[src/rtl/core_net_sequencer.sv]
// Network command sequencer for the 3-stage core: queues command packets and owns
// the IDLE/RUN/DRAIN/ERR run state, issuing imem writes, PC loads and fetch enable.
module core_net_sequencer #(
  parameter int IMEM_AW      = 10,
  parameter int DATA_W       = 32,
  parameter int FIFO_DEPTH   = 2,
  parameter int DRAIN_CYCLES = 3
) (
  input  logic               clk,
  input  logic               reset,
  input  logic               net_valid_i,
  input  logic [2:0]         net_cmd_i,
  input  logic [IMEM_AW-1:0] net_addr_i,
  input  logic [DATA_W-1:0]  net_data_i,
  output logic               net_ready_o,
  input  logic               wait_i,
  input  logic               exception_i,
  input  logic               stall_i,
  output logic               fetch_en_o,
  output logic               imem_we_o,
  output logic [IMEM_AW-1:0] imem_addr_o,
  output logic [DATA_W-1:0]  imem_data_o,
  output logic               pc_we_o,
  output logic [IMEM_AW-1:0] pc_o,
  output logic [1:0]         state_o,
  output logic               cmd_err_o
);

  localparam int PTR_W = $clog2(FIFO_DEPTH);
  localparam int CNT_W = $clog2(FIFO_DEPTH + 1);
  localparam int DC_W  = (DRAIN_CYCLES > 1) ? $clog2(DRAIN_CYCLES) : 1;

  localparam logic [2:0] CMD_IMEM_WR = 3'd1;
  localparam logic [2:0] CMD_PC_WR   = 3'd2;
  localparam logic [2:0] CMD_HALT    = 3'd3;
  localparam logic [2:0] CMD_CLR_ERR = 3'd4;

  typedef enum logic [1:0] {
    ST_IDLE  = 2'd0,
    ST_RUN   = 2'd1,
    ST_DRAIN = 2'd2,
    ST_ERR   = 2'd3
  } state_e;

  typedef struct packed {
    logic [2:0]         cmd;
    logic [IMEM_AW-1:0] addr;
    logic [DATA_W-1:0]  data;
  } entry_t;

  entry_t             fifo_q [FIFO_DEPTH];
  logic [PTR_W-1:0]   rd_ptr_q, wr_ptr_q;
  logic [CNT_W-1:0]   count_q;
  state_e             state_q, state_d;
  logic [DC_W-1:0]    drain_q, drain_d;
  logic               fetch_en_q, fetch_en_d;
  logic               imem_we_q, imem_we_d;
  logic [IMEM_AW-1:0] imem_addr_q, imem_addr_d;
  logic [DATA_W-1:0]  imem_data_q, imem_data_d;
  logic               pc_we_q, pc_we_d;
  logic [IMEM_AW-1:0] pc_q, pc_d;
  logic               cmd_err_q, cmd_err_d;

  logic   full, empty, push, pop, exc_take, head_illegal;
  entry_t head;

  assign full         = (count_q == CNT_W'(FIFO_DEPTH));
  assign empty        = (count_q == '0);
  assign push         = net_valid_i && !full;
  assign head         = fifo_q[rd_ptr_q];
  assign head_illegal = (head.cmd > CMD_CLR_ERR);
  assign exc_take     = exception_i && !stall_i && (state_q != ST_ERR);

  // NOTE: every signal assigned in this block gets a default first so no latch is inferred.
  always_comb begin
    state_d     = state_q;
    drain_d     = drain_q;
    pop         = 1'b0;
    imem_we_d   = 1'b0;
    imem_addr_d = imem_addr_q;
    imem_data_d = imem_data_q;
    pc_we_d     = 1'b0;
    pc_d        = pc_q;
    cmd_err_d   = 1'b0;

    if (exc_take) begin
      state_d = ST_ERR;
    end else begin
      unique case (state_q)
        ST_IDLE: begin
          if (!empty) begin
            pop = 1'b1;
            case (head.cmd)
              CMD_IMEM_WR: begin
                imem_we_d   = 1'b1;
                imem_addr_d = head.addr;
                imem_data_d = head.data;
              end
              CMD_PC_WR: begin
                pc_we_d = 1'b1;
                pc_d    = head.addr;
                state_d = ST_RUN;
              end
              default: cmd_err_d = head_illegal;
            endcase
          end
        end
        ST_RUN: begin
          // A WAIT in execute stops the core even if a HALT is at the head.
          if (wait_i) begin
            state_d = ST_DRAIN;
            drain_d = DC_W'(DRAIN_CYCLES - 1);
          end else if (!empty) begin
            case (head.cmd)
              CMD_HALT: begin
                pop     = 1'b1;
                state_d = ST_DRAIN;
                drain_d = DC_W'(DRAIN_CYCLES - 1);
              end
              CMD_IMEM_WR, CMD_PC_WR: pop = 1'b0;
              default: begin
                pop       = 1'b1;
                cmd_err_d = head_illegal;
              end
            endcase
          end
        end
        ST_DRAIN: begin
          if (drain_q == '0) state_d = ST_IDLE;
          else               drain_d = drain_q - 1'b1;
        end
        ST_ERR: begin
          if (!empty) begin
            pop = 1'b1;
            if (head.cmd == CMD_CLR_ERR) state_d   = ST_IDLE;
            else                         cmd_err_d = 1'b1;
          end
        end
      endcase
    end

    fetch_en_d = (state_d == ST_RUN);
  end

  // NOTE: sequential state uses non-blocking assignments so all registers update together.
  always_ff @(posedge clk) begin
    if (reset) begin
      state_q     <= ST_IDLE;
      drain_q     <= '0;
      rd_ptr_q    <= '0;
      wr_ptr_q    <= '0;
      count_q     <= '0;
      fetch_en_q  <= 1'b0;
      imem_we_q   <= 1'b0;
      imem_addr_q <= '0;
      imem_data_q <= '0;
      pc_we_q     <= 1'b0;
      pc_q        <= '0;
      cmd_err_q   <= 1'b0;
    end else begin
      state_q     <= state_d;
      drain_q     <= drain_d;
      fetch_en_q  <= fetch_en_d;
      imem_we_q   <= imem_we_d;
      imem_addr_q <= imem_addr_d;
      imem_data_q <= imem_data_d;
      pc_we_q     <= pc_we_d;
      pc_q        <= pc_d;
      cmd_err_q   <= cmd_err_d;
      if (push) wr_ptr_q <= wr_ptr_q + 1'b1;
      if (pop)  rd_ptr_q <= rd_ptr_q + 1'b1;
      if (push && !pop)      count_q <= count_q + 1'b1;
      else if (!push && pop) count_q <= count_q - 1'b1;
    end
  end

  // NOTE: FIFO storage is not reset; only the pointers and count decide what is valid.
  always_ff @(posedge clk) begin
    if (push) fifo_q[wr_ptr_q] <= '{cmd: net_cmd_i, addr: net_addr_i, data: net_data_i};
  end

  assign net_ready_o = !full;
  assign fetch_en_o  = fetch_en_q;
  assign imem_we_o   = imem_we_q;
  assign imem_addr_o = imem_addr_q;
  assign imem_data_o = imem_data_q;
  assign pc_we_o     = pc_we_q;
  assign pc_o        = pc_q;
  assign state_o     = state_q;
  assign cmd_err_o   = cmd_err_q;

endmodule

[config.mk]
export PLATFORM = sky130hd
export DESIGN_NAME = core_net_sequencer
export DESIGN_NICKNAME = d
export VERILOG_FILES = /design/src/rtl/core_net_sequencer.sv
export SDC_FILE = /design/constraint.sdc
export NUM_CORES = 1
export LEC_CHECK = 0
export CORE_MARGIN = 2
export CORE_UTILIZATION = 38
export CTS_BUF_LIST = sky130_fd_sc_hd__clkbuf_16
export CTS_CLUSTER_DIAMETER = 200
export CTS_CLUSTER_SIZE = 12
export DETAILED_ROUTE_END_ITERATION = 8
export PLACE_DENSITY = 0.73
export SLEW_MARGIN = 10
export SYNTH_ARGS = -nofsm -noshare
export SYNTH_HDL_FRONTEND = slang
export SYNTH_SLANG_ARGS = --single-unit
[constraint.sdc]
create_clock -name clk -period 3.85 [get_ports clk]
set_input_delay 0.5775 -clock clk [delete_from_list [all_inputs] [get_ports clk]]
set_output_delay 0.5775 -clock clk [all_outputs]
set_load 0.05 [all_outputs]
# [Yosys cells after proc, flatten, opt, wreduce, memory -nomap -nowiden]
# Memory sizes are Yosys's and may differ from the RTL's. A register that Yosys moved wholly into a read port is not among the register bits.
# Index checks and enable logic that the tools add are counted.
# W data, S select, Z words.
[classes] n_bitwise=3 addsub=5 reduce_logical=22 n_div=0 order_cmp=1 multipliers=0 muxes=37 eq_ne=13 shift=0
[ops] cell="$mux W2" n=15
[ops] cell="$mux W1" n=18
[ops] cell="$pmux W2 S4" n=1
[ops] cell="$reduce_and A4 Y1" n=2
[ops] cell="$eq A2 B2 Y1 const B" n=3
[ops] cell="$eq A3 B2 Y1 const B" n=2
[ops] cell="$logic_not A2 Y1" n=3
[ops] cell="$reduce_or A2 Y1" n=3
[ops] cell="$logic_and A1 B1 Y1" n=5
[ops] cell="$reduce_and A5 Y1" n=1
[ops] cell="$eq A2 B1 Y1 const B" n=2
[ops] cell="$logic_not A1 Y1" n=4
[ops] cell="$ne A2 B2 Y1 const B" n=2
[ops] cell="$pmux W2 S2" n=1
[ops] cell="$reduce_bool A2 Y1" n=2
[ops] cell="$reduce_or A4 Y1" n=1
[ops] cell="$sub A2 B1 Y2 const B" n=2
[ops] cell="$eq A3 B1 Y1 const B" n=1
[ops] cell="$eq A3 B3 Y1 const B" n=1
[ops] cell="$gt A3 B3 Y1 const B" n=1
[ops] cell="$ne A3 B2 Y1 const B" n=1
[ops] cell="$ne A3 B3 Y1 const B" n=1
[ops] cell="$not A1 Y1" n=3
[ops] cell="$pmux W1 S3" n=1
[ops] cell="other kinds (4)" n=5
[word_totals] regBits=64 latch_bits=0 in_bits=51 ramBits=90 memories=1 wordCells=94 out_inout_bits=59 mem_bits_ro=0
[memory_table] memory="fifo_q" words=2 word_bits=45 read_ports=1 rd_clocked_by_memory_dff=1 wr=1 line="51" text="entry_t fifo_q [FIFO_DEPTH];"

# [Depth between registers and ports, before layout]
[logic_depth] depth_word=10 mapped_depth=9 mapped_depth_nobuf=8

# [Worst setup path before layout]
# Ideal clock, no wire load.
[synth_timing] path_kind="register to register" startpoint="register count_q[0]" endpoint="memory fifo_q[0][0] (netlist name) (enable)" path_stages_with_launch=4 setup_time_ns=0.448 n_path_buf=0 setup_slack_ns=0.440 t_required_ns=3.402 synth_period_minus_slack_ns=3.410 arrival_ns=2.962 path_cell_list="dfxtp_1 -> nand2b_1 -> nand2_1 -> nor2_1"
[synth_between] elab_chain_cells=5
[synth_rtl] item="start, declared" line="53" text="logic [CNT_W-1:0] count_q;"
[synth_rtl] item="start signal, assigned" line="172" text="if (push && !pop) count_q <= count_q + 1'b1;"
[synth_rtl] item="start signal, assigned" line="173" text="else if (!push && pop) count_q <= count_q - 1'b1;"
[synth_rtl] item="$eq A2 B2 Y1" line="67" text="assign full = (count_q == CNT_W'(FIFO_DEPTH));"
[synth_rtl] item="$logic_not A1 Y1"
[synth_rtl] item="net net_ready_o" line="15" text="output logic net_ready_o,"
[synth_rtl] item="$logic_and A1 B1 Y1" line="69" text="assign push = net_valid_i && !full;"
[synth_rtl] item="$mux W1" line="179" text="if (push) fifo_q[wr_ptr_q] <= '{cmd: net_cmd_i, addr: net_addr_i, data: net_data_i};"
[synth_rtl] item="$mux W1 (not written as such)" line="179"
[synth_rtl] item="end, declared" line="51"
# The timed path passes the listed nets, and every way through them passes these cells.

==> impl_results.md <==
- Synth async-reset ratio: 0%
- Final period util: around 72%
- Global-route wire length before repair: 17600 um
- Unique cell type count in the Yosys netlist: 40
- Antenna violations before repair: 0
- Internal power: between 3 and 4 mW
- CP Buf/Inv Count: 1
- Via count: 3541
- Met3 GRT Util: roughly 4.3%
- TritonCTS clock tree: done
- Compound-Gate Fraction of Synth Area: a little under a tenth
- Core Region: ~15000 um2
- Met2 GRT Util: between 20% and 30%
- Slew margin rel.: between 40% and 50%
- Yosys Warn Count: 0
- Total negative slack: 0 ns
- CTS Hold Bufs: 0
- Register share of total power: a little under half
- Multiplexer share of the synthesized area: under 10%
- R2R Setup Slk: 1.08 ns
- Worst-path cell with the longest stage delay: dfxtp_4
- Critical Path AT: around 3 ns
- RSZ-0062 raised after global routing: no
- Postcts setup bufs: 0
- CTS Buffer Depth: 2
- Drt via density: between 4 and 5
- DR WL/cell: ~16 um
- WL final: about 11000 um
- Worst hold endpoint: drain_q[0]$_SDFFE_PP0P_
- Final non-filler cell total: about 700
- Critical path type: flop to flop
- CP Max Fanout: 54
- Combinational fraction of design power: between 20% and 30%
- Synthesized flop and latch total: approximately 160
- Die H: about 130 um
- Sw Share: roughly 30%
- Hold depth: 2
- Area grow syn2layout: 31.2%
- Placed Cells: ~680
- R2R cell count: 5
- H-tree depth: 4
- IO Pins: 110
- Clock latency on the worst-skew pair: between 0.4 and 0.5 ns
- Die W: around 130 um
- Max Cap Viol: 0
- Max Fclk: approximately 360 MHz
- Drt drc: 0
- Layout cells sized above 1: around 7.0%
- GRT Total Usage: 14.2%
- Status: finished, final reports clean
- Post-Syn Nets: 466
- PortBufs: about 110
- Synth cell count leaders: edfxtp_1 (90), nor2_1 (66), dfxtp_1 (65)
- Xor/xnor share of the synthesized area: less than 1%
- TritonRoute pass-1 iters: 5
- Clock sink count: roughly 160
- Max Transition Viols Final: 0
- Final setup fails: 0
- Hold Crit Start: drain_q[0]$_SDFFE_PP0P_
- Power Dens Cells: 627 nW/um2
- Worst r2r dst: imem_data_o[17]$_SDFFE_PP0P_
- Syn_area_per_cell: 14.0 um2
- Number of synthesized flops with an enable pin: 90
- Detail Placement HPWL: between 7000 and 8000 um
- Remaining antenna violation count: 0
- Clock transition at the registers of the reported paths: 0.06 ns
- Post-route minimum period: 2.77 ns
- Vias in the first global route: 3652
- Share of the synthesized area in the top cell type: around 47%
- Final Hold Viols: 0
- GRT overflow: 0
- Post-Syn Instances: slightly above 400
- Simple-Gate Fraction of Synth Area: under 10%
- Cts repair resizes: 0
- Largest cells by area after synthesis: edfxtp_1 (47%), dfxtp_1 (23%), mux2i_1 (7.9%), a211oi_1 (7.1%), nor2_1 (4.4%)
- Pin count of the biggest net entering global routing: 55
- Final nets: roughly 570
- Critical Path RT: about 4.2 ns
- Clock power share: 31.2%
- Worst vdd ir: around 0.00032 V
- Crit end category: flop
- Skew final: approximately 0.0087 ns
- Yosys top cell by area: edfxtp_1
- Ant. Diodes: 0
- Met1 Resource Use GR: roughly 17%
- Core Rows: between 40 and 50
- Register area share after synthesis: a little over two thirds
- CP Cell Sequence: mux2i_1 > and4_2 > buf_12 > nor2_1 > a211oi_1
- Mapped Area: between 5000 and 6000 um2
- Iter 0 DRT Violations: between 150 and 200
- Leakage Power: 2.49 nW
- RD Place Congestion: between 0.8 and 0.9
- Synth Area in Adders: about 1.5%
- Largest family of logic cells by synthesized area: compound AO/OA/AOI/OAI gates
- Critical path's top delay family: flip-flops
- Startpoint class of the critical path: flop
- Cts bufs inserted: 17
- Hold Path Class: flop to flop
- Synth Flop Type: edfxtp_1
- CP max stage delay: 0.88 ns
- Sw Pwr: between 1 and 1.5 mW
- CTS root buf: clkbuf_16
- Starting Density: 39.0%
- Die area: around 16000 um2
- Worst-margin pin slew: roughly 0.84 ns
- Most frequent cell after synthesis: edfxtp_1
- Busiest metal layer after global routing: met2
==> flip-flops by register name, summed over array words and instances (netlist names), named ones only <==
| name | count |
|---|---|
| cmd_err_o | 1 |
| count_q | 2 |
| drain_q | 2 |
| fetch_en_o | 1 |
| fifo_q | 90 |
| imem_addr_o | 10 |
| imem_data_o | 32 |
| imem_we_o | 1 |
| pc_o | 10 |
| pc_we_o | 1 |
| rd_ptr_q | 1 |
| state_o | 2 |
| wr_ptr_q | 1 |
==> power groups by stage <==
stage | combinational, mW | clock, mW | sequential, mW
4_1_cts | 1.03 | 1.49 | 2.20
5_1_grt | 1.11 | 1.56 | 2.23
6_report | 1.02 | 1.46 | 2.20
2_1_floorplan | 0.612 | 0 | 2.32
3_3_place_gp | 1.00 | 0 | 2.22
3_5_place_dp | 1.03 | 0 | 2.23
==> logic make-up after synthesis <==
logic type               after synthesis
flip-flops                           155
AND/OR/NAND/NOR                       95
AO/OA/AOI/OAI                         70
multiplexers                          45
buffers and inverters                 31
adder cells (fa/ha/maj)                7
XOR/XNOR                               5
==> worst max path at each step <==
| stage | cells after the start | slack [ns] | to |
|---|---|---|---|
| finish | 5 | 1.08 | imem_data_o[17]$_SDFFE_PP0P_ |
| global route | 5 | 0.82 | imem_data_o[10]$_SDFFE_PP0P_ |
| CTS | 5 | 1.05 | imem_data_o[17]$_SDFFE_PP0P_ |
| detailed placement | 5 | 1.08 | imem_data_o[20]$_SDFFE_PP0P_ |
| global placement | 5 | 1.17 | imem_data_o[9]$_SDFFE_PP0P_ |
| floorplan | 3 | 0.44 | fifo_q[0][0]$_DFFE_PP_ |
==> worst reg2reg max path, stage by stage (launching register included) <==
cell      delay, ns
dfxtp_4        0.88
mux2i_1        0.42
and4_2         0.69
buf_12         0.34
nor2_1         0.10
a211oi_1       0.26
==> per-stage QoR <==
stage | total power [mW] | util, % | cell area, um2 | hold slack, ns | setup WS, ns
floorplan | 2.93 | - | 5690 | 0.450 | 0.440
global placement | 3.22 | 47.6 | 6950 | 0.458 | 1.17
detailed placement | 3.26 | 47.6 | 6950 | 0.486 | 1.08
CTS | 4.73 | 51.2 | 7470 | 0.494 | 1.05
global route | 4.90 | 51.2 | 7470 | 0.511 | 0.820
finish | 4.68 | 51.2 | 7470 | 0.488 | 1.08
==> layout by cell type, fill, tap and decap left out, types with 2 or more instances in the layout <==
cell type / instances
a211o_1: 2
nor2b_1: 5
mux2i_1: 45
a21oi_1: 2
xor2_1: 4
nand2b_1: 3
clkbuf_16: 17
dfxtp_1: 64
nor2_1: 65
nor3b_1: 3
inv_1: 10
nand2_1: 6
edfxtp_1: 90
and3b_1: 2
clkinv_1: 4
buf_4: 4
ha_1: 7
a211oi_1: 54
clkdlybuf4s50_1: 108
o21ai_0: 4
clkinv_2: 5
==> metal layers <==
metal | wire length [um] | vias to the layer above
li1 | - | 1732
met1 | 4780 | 1700
met2 | 5600 | 93
met3 | 548 | 16
met4 | 178 | 0
met5 | 0 | -
==> area by class of cell <==
class                   count  area, um2
clock buffers              17        425
repair buffers            114       1140
well taps                 184        230
clock inverters            15       93.8
inverters                   6       22.5
fillers                  1210       7120
flip-flops and latches    155       4010
multi-input cells         222       1550
Power figures use the tool's default switching activity.
